--- src/rtl/fetch_pkg.sv ---
// Shared types and widths for the instruction fetch stage.
package fetch_pkg;

  typedef enum logic [1:0] {
    IDLE    = 2'd0,
    REQ     = 2'd1,
    WAIT    = 2'd2,
    DISCARD = 2'd3
  } fetch_state_t;

  localparam int FETCH_BEAT_W = 64;
  localparam int INSTR_W      = 32;

endpackage

--- src/rtl/instr_queue.sv ---
// Instruction queue: synchronous FIFO of {pc, instr} entries with up to two
// pushes per cycle, one pop, a flush and a registered head.
module instr_queue
  import fetch_pkg::*;
#(
  parameter int DEPTH = 4,
  parameter int PC_W  = 64,
  localparam int PTR_W = $clog2(DEPTH),
  localparam int CNT_W = PTR_W + 1
) (
  input  logic               clk,
  input  logic               reset,
  input  logic               flush,
  input  logic               push0,
  input  logic [PC_W-1:0]    push0_pc,
  input  logic [INSTR_W-1:0] push0_instr,
  input  logic               push1,
  input  logic [PC_W-1:0]    push1_pc,
  input  logic [INSTR_W-1:0] push1_instr,
  input  logic               pop,
  output logic [CNT_W-1:0]   free_count,
  output logic               head_valid,
  output logic [PC_W-1:0]    head_pc,
  output logic [INSTR_W-1:0] head_instr
);

  logic [PC_W-1:0]    pc_mem    [DEPTH];
  logic [INSTR_W-1:0] instr_mem [DEPTH];
  logic [PTR_W-1:0]   wr_ptr;
  logic [PTR_W-1:0]   rd_ptr;
  logic [CNT_W-1:0]   count;
  logic               do_pop;

  assign do_pop     = pop && (count != '0);
  assign free_count = CNT_W'(DEPTH) - count;
  assign head_valid = (count != '0);
  assign head_pc    = pc_mem[rd_ptr];
  assign head_instr = instr_mem[rd_ptr];

  // Storage and pointer update; flush empties the queue but leaves stale data behind the pointers
  always_ff @(posedge clk) begin
    if (reset) begin
      wr_ptr <= '0;
      rd_ptr <= '0;
      count  <= '0;
      for (int i = 0; i < DEPTH; i++) begin
        pc_mem[i]    <= '0;
        instr_mem[i] <= '0;
      end
    end else if (flush) begin
      wr_ptr <= '0;
      rd_ptr <= '0;
      count  <= '0;
    end else begin
      if (push0) begin
        pc_mem[wr_ptr]    <= push0_pc;
        instr_mem[wr_ptr] <= push0_instr;
      end
      if (push1) begin
        pc_mem[wr_ptr + PTR_W'(1)]    <= push1_pc;
        instr_mem[wr_ptr + PTR_W'(1)] <= push1_instr;
      end
      wr_ptr <= wr_ptr + PTR_W'(push0) + PTR_W'(push1);
      rd_ptr <= rd_ptr + PTR_W'(do_pop);
      count  <= count + CNT_W'(push0) + CNT_W'(push1) - CNT_W'(do_pop);
    end
  end

endmodule

--- src/rtl/fetch_unit.sv ---
// Instruction fetch stage: issues 8-byte reads, splits each beat into two
// instructions and hands them to the decoder through instr_queue.
// Optional build macro: FETCH_TRACE_EN prints delivered and dropped fetches.
//
// state   | meaning
// IDLE    | waiting for at least two free queue slots
// REQ     | read request presented, waiting for acceptance
// WAIT    | request accepted, waiting for the response beat
// DISCARD | a stale response is still in flight and will be dropped
module fetch_unit
  import fetch_pkg::*;
#(
  parameter int                ADDR_W   = 64,
  parameter int                DEPTH    = 4,
  parameter logic [ADDR_W-1:0] RESET_PC = '0
) (
  input  logic                    clk,
  input  logic                    reset,
  input  logic                    redirect_valid,
  input  logic [ADDR_W-1:0]       redirect_pc,
  output logic                    mem_req_valid,
  input  logic                    mem_req_ready,
  output logic [ADDR_W-1:0]       mem_req_addr,
  input  logic                    mem_resp_valid,
  input  logic [FETCH_BEAT_W-1:0] mem_resp_data,
  output logic                    instr_valid,
  input  logic                    instr_ready,
  output logic [INSTR_W-1:0]      instruction,
  output logic [ADDR_W-1:0]       instr_pc
);

  localparam int CNT_W = $clog2(DEPTH) + 1;

  fetch_state_t       state, state_next;
  logic [ADDR_W-1:0]  fetch_pc, fetch_pc_next;
  logic               flush, push0, push1, pop;
  logic [ADDR_W-1:0]  push0_pc, push1_pc;
  logic [INSTR_W-1:0] push0_instr, push1_instr;
  logic [CNT_W-1:0]   free_count;

  assign mem_req_addr = {fetch_pc[ADDR_W-1:3], 3'b000};
  assign pop          = instr_valid && instr_ready;

  // State and fetch PC registers
  always_ff @(posedge clk) begin
    if (reset) begin
      state    <= IDLE;
      fetch_pc <= RESET_PC;
    end else begin
      state    <= state_next;
      fetch_pc <= fetch_pc_next;
    end
  end

  // Next-state, fetch PC advance and queue push control; redirect overrides everything
  always_comb begin
    state_next    = state;
    fetch_pc_next = fetch_pc;
    flush         = 1'b0;
    push0         = 1'b0;
    push1         = 1'b0;
    push0_pc      = fetch_pc;
    push0_instr   = mem_resp_data[31:0];
    push1_pc      = {fetch_pc[ADDR_W-1:3], 3'b100};
    push1_instr   = mem_resp_data[63:32];
    mem_req_valid = (state == REQ);
    if (redirect_valid) begin
      flush         = 1'b1;
      fetch_pc_next = redirect_pc & ~ADDR_W'(3);
      case (state)
        IDLE:    state_next = IDLE;
        REQ:     state_next = mem_req_ready ? DISCARD : IDLE;
        WAIT:    state_next = mem_resp_valid ? IDLE : DISCARD;
        DISCARD: state_next = mem_resp_valid ? IDLE : DISCARD;
        default: state_next = IDLE;
      endcase
    end else begin
      case (state)
        IDLE: begin
          if (free_count >= CNT_W'(2)) state_next = REQ;
        end
        REQ: begin
          if (mem_req_ready) state_next = WAIT;
        end
        WAIT: begin
          if (mem_resp_valid) begin
            state_next    = IDLE;
            push0         = 1'b1;
            fetch_pc_next = {fetch_pc[ADDR_W-1:3] + (ADDR_W-3)'(1), 3'b000};
            // An odd-word PC only wants the upper half of the beat
            if (fetch_pc[2]) push0_instr = mem_resp_data[63:32];
            else             push1       = 1'b1;
          end
        end
        DISCARD: begin
          if (mem_resp_valid) state_next = IDLE;
        end
        default: state_next = IDLE;
      endcase
    end
  end

  instr_queue #(
    .DEPTH (DEPTH),
    .PC_W  (ADDR_W)
  ) u_queue (
    .clk         (clk),
    .reset       (reset),
    .flush       (flush),
    .push0       (push0),
    .push0_pc    (push0_pc),
    .push0_instr (push0_instr),
    .push1       (push1),
    .push1_pc    (push1_pc),
    .push1_instr (push1_instr),
    .pop         (pop),
    .free_count  (free_count),
    .head_valid  (instr_valid),
    .head_pc     (instr_pc),
    .head_instr  (instruction)
  );

`ifdef FETCH_TRACE_EN
  // Trace of instructions handed to the decoder and of dropped stale beats
  always_ff @(posedge clk) begin
    if (!reset) begin
      if (instr_valid && instr_ready) $display("fetch %h: %h", instr_pc, instruction);
      if (mem_resp_valid && state == DISCARD) $display("fetch discard");
    end
  end
`endif

endmodule

--- config.mk ---
export PLATFORM = sky130hd
export DESIGN_NAME = fetch_unit
export DESIGN_NICKNAME = d
export VERILOG_FILES = /design/src/rtl/fetch_pkg.sv /design/src/rtl/instr_queue.sv /design/src/rtl/fetch_unit.sv
export SDC_FILE = /design/constraint.sdc
export NUM_CORES = 1
export LEC_CHECK = 0
export ABC_CLOCK_PERIOD_IN_PS = 25700
export BUFFER_PORTS_ARGS = -buffer_cell sky130_fd_sc_hd__buf_2
export CAP_MARGIN = 20
export CORE_MARGIN = 2
export CORE_UTILIZATION = 60
export CTS_CLUSTER_DIAMETER = 30
export CTS_CLUSTER_SIZE = 14
export DETAILED_ROUTE_END_ITERATION = 10
export GPL_ROUTABILITY_DRIVEN = 0
export PLACE_DENSITY = 0.83
export RECOVER_POWER = 100
export SYNTH_ARGS = -nofsm -noshare
export SYNTH_HDL_FRONTEND = slang
export SYNTH_SLANG_ARGS = --single-unit
export TNS_END_PERCENT = 10
--- constraint.sdc ---
create_clock -name clk -period 25.7 [get_ports clk]
set_input_delay 2.57 -clock clk [delete_from_list [all_inputs] [get_ports clk]]
set_output_delay 2.57 -clock clk [all_outputs]
set_load 0.01 [all_outputs]
==> Yosys cells after proc, flatten, opt, wreduce, memory -nomap -nowiden <==
Memories as Yosys holds them, arrays and structs flattened. A register that Yosys moved wholly into a read port is not among the register bits.
Index checks and enable logic that the tools add are counted.
{ "word_totals": {"regBits": 71, "latchBits": 0, "mem_bits_rw": 376, "mem_bits_ro": 0, "inputBits": 134, "output_inout_bits": 162, "n_memories": 2} }
{ "memory_table": {"columns": ["name", "words", "width", "rd", "rd_clocked_by_memory_dff", "wr", "line_no", "text"], "rows": [
  ["u_queue.pc_mem", 4, 62, 1, 1, 4, "instr_queue.sv:27", "logic [PC_W-1:0] pc_mem [DEPTH];"],
  ["u_queue.instr_mem", 4, 32, 1, 1, 4, "instr_queue.sv:28", "logic [INSTR_W-1:0] instr_mem [DEPTH];"]
]} }
{ "op_classes": {"n_addsub": 9, "mul": 0, "n_div": 0, "n_lt_le_gt_ge": 1, "n_eq_ne": 6, "n_shift": 0, "n_mux": 47, "n_bitwise": 0, "n_reduce_logical": 14} }
{ "ops": {"columns": ["operator", "n"], "rows": [
  ["2-to-1 mux 32 bit", 6],
  ["2-to-1 mux 64 bit", 3],
  ["2-to-1 mux 62 bit", 2],
  ["OR reduction 62 bit", 2],
  ["OR reduction 32 bit", 2],
  ["adder 61 x 1 -> 61 bit (second input constant)", 1],
  ["2-to-1 mux 2 bit", 12],
  ["2-to-1 mux 1 bit", 22],
  ["one-hot mux 2 bit (3 select lines)", 2],
  ["adder 2 x 1 -> 2 bit", 3],
  ["adder 3 x 1 -> 3 bit", 2],
  ["equality test 2 bit (second input constant)", 2],
  ["nonzero test 2 bit", 2],
  ["OR reduction 2 bit", 2],
  [">= comparator 3 x 2 -> 1 bit (second input constant)", 1],
  ["inequality test 3 x 1 -> 1 bit (second input constant)", 1],
  ["inequality test 3 x 2 -> 1 bit (second input constant)", 1],
  ["inequality test 3 bit (second input constant)", 1],
  ["AND reduction 3 bit", 1],
  ["nonzero test 3 bit", 1],
  ["subtractor 3 x 1 -> 3 bit", 1],
  ["subtractor 3 bit (first input constant)", 1],
  ["adder 2 x 1 -> 2 bit (second input constant)", 1],
  ["equality test 2 x 1 -> 1 bit (second input constant)", 1],
  ["3 further kinds", 4]
]} }

==> Depth between registers and ports, before layout <==
Gate-level depths: netlist (run 1).
{ "depth": {"depth_word": 10, "depth_mapped": 11, "depth_no_buf": 11} }

==> Modules after synthesis <==
Synthesis (run 1) repeated with hierarchy kept, for this count alone.
{ "hier_totals": {"hier_cells": 1608, "hier_area_um2": 22774.3} }
{ "modules_own_cells": {"columns": ["mod", "n_inst", "cells_each", "area_each_um2", "seq_area_each_um2"], "rows": [
  ["instr_queue", 1, 1030, 18124.9, 11671.2],
  ["fetch_unit", 1, 578, 4649.5, 1281.2]
]} }

==> Worst setup path after synthesis (run 1) <==
OpenSTA, ideal clock, no wires.
{ "synth_timing": {"path_type": "input-to-reg", "start": "input mem_resp_valid", "end": "memory u_queue.instr_mem[0][0] (enable)", "arrival_time_ns": 10.094, "t_required_ns": 25.027, "path_slack_ns": 14.933, "cell_stages": 6, "n_path_buf": 3, "path_cell_list": "nor4bb_1 > buf_2 > nand2_1 > clkbuf_1 > buf_1 > o21ai_0"} }
{ "synth_rtl": {"columns": ["item", "line_no", "text"], "rows": [
  ["start: declaration", "fetch_unit.sv:24", "input logic mem_resp_valid,"],
  ["end: declaration", "instr_queue.sv:28", null]
]} }

==> impl_metrics.env, run 1 <==
export IMPL_max_freq_mhz=82.4
export IMPL_yosysWarnings=0
export IMPL_peakVddDrop_v=0.0000662
export IMPL_synth_top_family_by_area="simple AND/OR/NAND/NOR gates"
export IMPL_wl_per_cell_um=25.0
export IMPL_hpwl_mm=32.9
export IMPL_yosys_area_share_simple=0.143
export IMPL_ys_seq_area_frac=0.594
export IMPL_cp_end_kind="flop"
export IMPL_cts_resized_gates=0
export IMPL_p_leak_uw=0.00899
export IMPL_final_setup_viol_count=0
export IMPL_cts_num_sinks=447
export IMPL_tns_ns=0
export IMPL_die_area_um2=37100
export IMPL_grt_overflow_total=0
export IMPL_synthXorXnorAreaFrac=0.0148
export IMPL_nNetsFinal=1925
export IMPL_cts_root_buf="clkbuf_16"
export IMPL_hp_class="reg -> reg"
export IMPL_insertion_delay_ns=0.60
export IMPL_grt_pass1_vias=14947
export IMPL_initial_core_util=0.604
export IMPL_synth_edf_count=372
export IMPL_num_rows=69
export IMPL_avgSynthCellArea_um2=13.6
export IMPL_htree_num_levels=3
export IMPL_synth_compound_area_frac=0.0902
export IMPL_placed_area_um2=22700
export IMPL_status="finished, violations left"
export IMPL_grt_total_usage=0.308
export IMPL_synth_async_reset_ratio=0
export IMPL_drv_slew=1002
export IMPL_cts_tree="done"
export IMPL_route_vias_total=14998
export IMPL_grt_pass1_wl_mm=84.8
export IMPL_r2r_slack_ns=17.81
export IMPL_critPathKind="in -> reg"
export IMPL_yosysTopAreaCellShare=0.523
export IMPL_synth_common_cells="372 x edfxtp_1, 240 x and2_1, 128 x a22o_1, 94 x clkbuf_1, 94 x mux4_2"
export IMPL_hold_viol=0
export IMPL_drtPass1Iterations=6
export IMPL_cts_setup_buffers=0
export IMPL_numCtsBuffers=89
export IMPL_path_max_fanout=64
export IMPL_drc=0
export IMPL_grt_max_degree=98
export IMPL_yosys_area_share_adder=0.00633
export IMPL_start_kind="primary input"
export IMPL_p_total_uw=2110
export IMPL_netlist_area_um2=21300
export IMPL_syn_inst=1567
export IMPL_die_h_um=193
export IMPL_synth_flop_cell="edfxtp_1"
export IMPL_fin_crit_ns=12.13
export IMPL_via_per_inst=6.46
export IMPL_cts_buffer_depth=3
export IMPL_fp_coreArea_um2=35300
export IMPL_antenna_found_initial=9
export IMPL_drt_total_wl_mm=58.0
export IMPL_p_per_area_nw_per_um2=82.9
export IMPL_yosys_cell_types_count=60
export IMPL_final_cells=2323
export IMPL_ys_ff_latch=447
export IMPL_muxShareOfSynthArea=0.101
export IMPL_post_route_period_util=0.472
export IMPL_drive_above_1_share=0.216
export IMPL_clk_pin_slew_ns=0.04
export IMPL_finClkSkew_ns=0.0261
export IMPL_ant_nets=0
export IMPL_worst_pin_slew_ns=4.77
export IMPL_io_buffers=288
export IMPL_fin_util=0.721
export IMPL_slew_limit_headroom=-2.18
export IMPL_ys_top_cells_by_area="edfxtp_1 52%, mux4_2 9.9%, and2_1 7.0%"
export IMPL_design_area_um2=25500
export IMPL_rsz0062_at_grt="no"
export IMPL_cap_violations=24
export IMPL_drt_iter0_markers=1836
export IMPL_placedCellCount=2150
export IMPL_required_ns=25.37
export IMPL_synth_top_area_cell="edfxtp_1"
export IMPL_violations="capacitance limit, slew limit"
export IMPL_synth_most_common_cell="edfxtp_1"
export IMPL_area_delta_synth_final_pct=19.3
export IMPL_die_w_um=193
export IMPL_arrival_ns=11.80
export IMPL_hold_buffers=0
export IMPL_io_pins=296
[worst paths after layout]
check,from,end,depth (start not counted)
setup / recovery,reset,u_queue.instr_mem[1][19]$_DFFE_PP_,8
hold / removal,u_queue.pc_mem[1][0]$_SDFFE_PP1P_,u_queue.pc_mem[1][0]$_SDFFE_PP1P_,2
setup reg to reg,state[1]$_SDFFE_PP0P_,u_queue.instr_mem[1][16]$_DFFE_PP_,7
hold reg to reg,u_queue.pc_mem[1][0]$_SDFFE_PP1P_,u_queue.pc_mem[1][0]$_SDFFE_PP1P_,2
[routing by layer]
metal	GRT usage	vias to the layer above	routed length [um]
met2	0.496	933	28400
met3	0.0862	136	6540
met4	0.129	8	1700
met1	0.393	7487	21400
li1	-	6434	-
met5	0	-	56
[kinds of logic after synthesis]
| family | Yosys count |
|---|---|
| other | 1 |
| AO/OA/AOI/OAI | 237 |
| buffers and inverters | 212 |
| flip-flops | 447 |
| adder cells (fa/ha/maj) | 9 |
| XOR/XNOR | 36 |
| AND/OR/NAND/NOR | 527 |
| multiplexers | 98 |
[sequential cells by signal, summed over array words and instances, names as in the netlist]
register and count:
u_queue.pc_mem 248, u_queue.instr_mem 128, fetch_pc 62, u_queue.count 3, state 2, u_queue.rd_ptr 2
u_queue.wr_ptr 2
[report_power, final]
group	total, uW	internal (uW)	leakage [uW]	switching, uW
Clock	1180	802	0.00149	377
Sequential	840	816	0.00446	23.7
Combinational	91.9	33.0	0.00304	58.9
Total	2110	1650	0.00899	459
[final cells by class]
class                   instances  area [um^2]
fillers                      2305         9840
inverters                      17         63.8
flip-flops and latches        447        12700
clock buffers                 104         2390
clock inverters                59          707
well taps                     461          577
repair buffers                315         1380
diodes                          8         20.0
multi-input cells             912         7670
[cell usage in the layout (no fill, tap or decap), types with 18 or more instances in the layout]
cell type and instances:
a311oi_1 18, clkbuf_1 181, nor2_1 66, dfxtp_1 75, xnor2_1 29, nand4_1 21, edfxtp_1 372, nand2_1 41
a22o_1 128, clkbuf_16 92, nor3_1 27, and2_1 89, a211oi_1 25, nand3_1 26, and2_0 151, mux4_2 94
buf_2 136, nor4_1 25
[through the flow]
| step | hold WS (ns) | setup slack, ns |
|---|---|---|
| floorplan | 0.435 | 14.93 |
| global placement | 0.468 | 18.89 |
| detailed placement | 0.484 | 18.84 |
| CTS | 0.494 | 19.42 |
| global route | 0.528 | 13.18 |
| finish | 0.496 | 13.57 |
[critical path, stage by stage]
cell and delay [ns]:
buf_2 0.07, clkbuf_1 2.38, clkinv_1 1.88, nand2_1 0.46, clkbuf_1 1.00, nor3_1 0.14, or2_0 1.27, clkbuf_1 1.92
No activity file was read; power rests on OpenSTA's default activity.
==> run 2: changes to the inputs <==
- ABC_CLOCK_PERIOD_IN_PS: 25700 -> 10700
- CORE_UTILIZATION: 60 -> 52
- PLACE_DENSITY: 0.83 -> 0.76
- clock period: 25.7 -> 10.7 ns (I/O delays scaled with it)
==> impl_metrics.env, run 2 (synthesis gave the netlist of run 1 again) <==
export IMPL_status="finished, violations left"
export IMPL_violations="capacitance limit, slew limit"
export IMPL_cts_tree="done"
export IMPL_required_ns=10.93
export IMPL_drive_above_1_share=0.217
export IMPL_cts_resized_gates=0
export IMPL_arrival_ns=7.15
export IMPL_rsz0062_at_grt="no"
export IMPL_drc=0
export IMPL_drtPass1Iterations=6
export IMPL_min_to="u_queue.pc_mem[3][0]$_SDFFE_PP1N_"
export IMPL_grt_pass1_vias=14868
export IMPL_r2r_cells=7
export IMPL_hpwl_mm=34.1
export IMPL_cap_violations=22
export IMPL_p_per_area_nw_per_um2=206
export IMPL_insertion_delay_ns=0.61
export IMPL_worst_pin_slew_ns=4.56
export IMPL_finClkSkew_ns=0.0182
export IMPL_final_cells=2409
export IMPL_r2r_end="u_queue.pc_mem[2][56]$_DFFE_PP_"
export IMPL_post_route_period_util=0.647
export IMPL_wl_per_cell_um=24.1
export IMPL_most_common_layout_cells="372 x edfxtp_1, 182 x clkbuf_1, 147 x and2_0"
export IMPL_numCtsBuffers=95
export IMPL_gr_usage_met3=0.0564
export IMPL_route_vias_total=14723
export IMPL_min_path_cells=1
export IMPL_clk_pin_slew_ns=0.05
export IMPL_min_delay_start="u_queue.pc_mem[3][0]$_SDFFE_PP1N_"
export IMPL_path_max_fanout=62
export IMPL_cts_setup_buffers=0
export IMPL_io_pins=296
export IMPL_via_per_inst=6.11
export IMPL_final_fill_count=3026
export IMPL_p_leak_uw=0.00914
export IMPL_hold_slack_ns=0.466
export IMPL_io_buffers=288
export IMPL_top_usage_layer="met2"
export IMPL_hold_buffers=0
export IMPL_grt_max_degree=94
export IMPL_htree_num_levels=3
export IMPL_grt_overflow_total=0
export IMPL_largest_reg_flops=248
export IMPL_num_rows=74
export IMPL_die_w_um=207
export IMPL_drt_iter0_markers=1498
export IMPL_grt_pass1_wl_mm=86.1
export IMPL_hold_viol=0
export IMPL_tns_ns=0
export IMPL_area_delta_synth_final_pct=21.3
export IMPL_drv_slew=921
export IMPL_ant_nets=0
export IMPL_r2r_slack_ns=4.95
export IMPL_final_setup_viol_count=0
export IMPL_grt_total_usage=0.271
export IMPL_critPathKind="in -> reg"
export IMPL_initial_core_util=0.525
export IMPL_hp_class="reg -> reg"
export IMPL_met1_usage=0.355
export IMPL_start_kind="primary input"
export IMPL_dpl_worst_slack_ns=5.92
export IMPL_layout_commonest_cell="edfxtp_1"
export IMPL_fin_util=0.637
export IMPL_nNetsFinal=1932
export IMPL_slew_limit_headroom=-2.04
export IMPL_seq_area_um2=12700
export IMPL_cp_end_kind="flop"
export IMPL_placedCellCount=2222
export IMPL_r2r_start="state[0]$_SDFFE_PP0P_"
export IMPL_largest_register="u_queue.pc_mem"
export IMPL_multi_input_area_um2=7640
export IMPL_antenna_found_initial=3
export IMPL_fin_crit_ns=6.92
export IMPL_die_area_um2=42700
export IMPL_met2_usage=0.447
export IMPL_max_freq_mhz=145
export IMPL_die_h_um=207
export IMPL_cts_num_sinks=447
export IMPL_worst_slack_ns=3.78
export IMPL_top_regs="u_queue.pc_mem (248), u_queue.instr_mem (128), fetch_pc (62)"
export IMPL_peakVddDrop_v=0.000151
export IMPL_fp_coreArea_um2=40600
export IMPL_cts_root_buf="clkbuf_16"
export IMPL_cts_buffer_depth=3
export IMPL_drt_total_wl_mm=58.0
==> run 2: cell count changes in the layout (fill, tap and decap cells not counted), moves of 3 or more <==
| cell | change |
|---|---|
| clkbuf_16 | +6 |
| clkinv_1 | +6 |
| bufinv_16 | +5 |
| and2_0 | -4 |
| and2_1 | +4 |
| a21oi_2 | -3 |
| clkinv_2 | -3 |
| clkinvlp_4 | +3 |
| inv_6 | -3 |
| nor3_1 | +3 |
| nor3_2 | -3 |
==> run 2: report_power, final <==
group / switching, uW / internal [uW] / leakage, uW / total [uW]
logic: 140 / 80.4 / 0.00304 / 221
clock network: 966 / 2150 / 0.00164 / 3110
registers: 55.2 / 1960 / 0.00446 / 2010
total: 1160 / 4180 / 0.00914 / 5350
==> run 2: worst max path at each step <==
stage / startpoint / to / slack, ns / cells after the start
2_1_floorplan: mem_resp_valid / u_queue.instr_mem[0][0]$_DFFE_PP_ / 1.43 / 6
3_3_place_gp: redirect_valid / u_queue.pc_mem[2][53]$_DFFE_PP_ / 5.96 / 9
3_5_place_dp: redirect_valid / u_queue.pc_mem[2][53]$_DFFE_PP_ / 5.92 / 9
4_1_cts: redirect_valid / u_queue.pc_mem[2][38]$_DFFE_PP_ / 6.54 / 9
5_1_grt: u_queue.rd_ptr[0]$_SDFF_PP0_ / instr_pc[23] / 3.36 / 3
6_report: redirect_valid / u_queue.pc_mem[2][56]$_DFFE_PP_ / 3.78 / 9
==> run 2: area by class of cell <==
cell class	instances	share of cell area
antenna	6	0.000580
clock buffer	108	0.0973
clock inverter	71	0.0361
inverter	17	0.00246
multi-input combinational	912	0.295
sequential	447	0.490
tap	532	0.0257
timing repair buffer	316	0.0531
==> run 2: per-layer routing <==
layer  wire length [um]  share of wire  vias up
met5                  0              0        -
met4               1490          0.026        0
met3               5870           0.10      113
met2              28500           0.49      831
met1              22200           0.38     7317
li1                   -              -     6462
==> run 2: worst max-delay path, stage by stage <==
cell	delay, ns
buf_2	0.10
clkbuf_1	0.74
nor4bb_1	0.53
clkbuf_1	0.37
nand2_1	0.17
a21oi_4	0.13
clkbuf_1	2.28
or2_4	0.92
buf_4	0.78
==> run 2: stage by stage <==
stage	power (uW)	cell area, um^2
global route	5480	25900
finish	5350	25900
CTS	5370	26200
global placement	2250	22800
floorplan	2170	21400
detailed placement	2260	22800
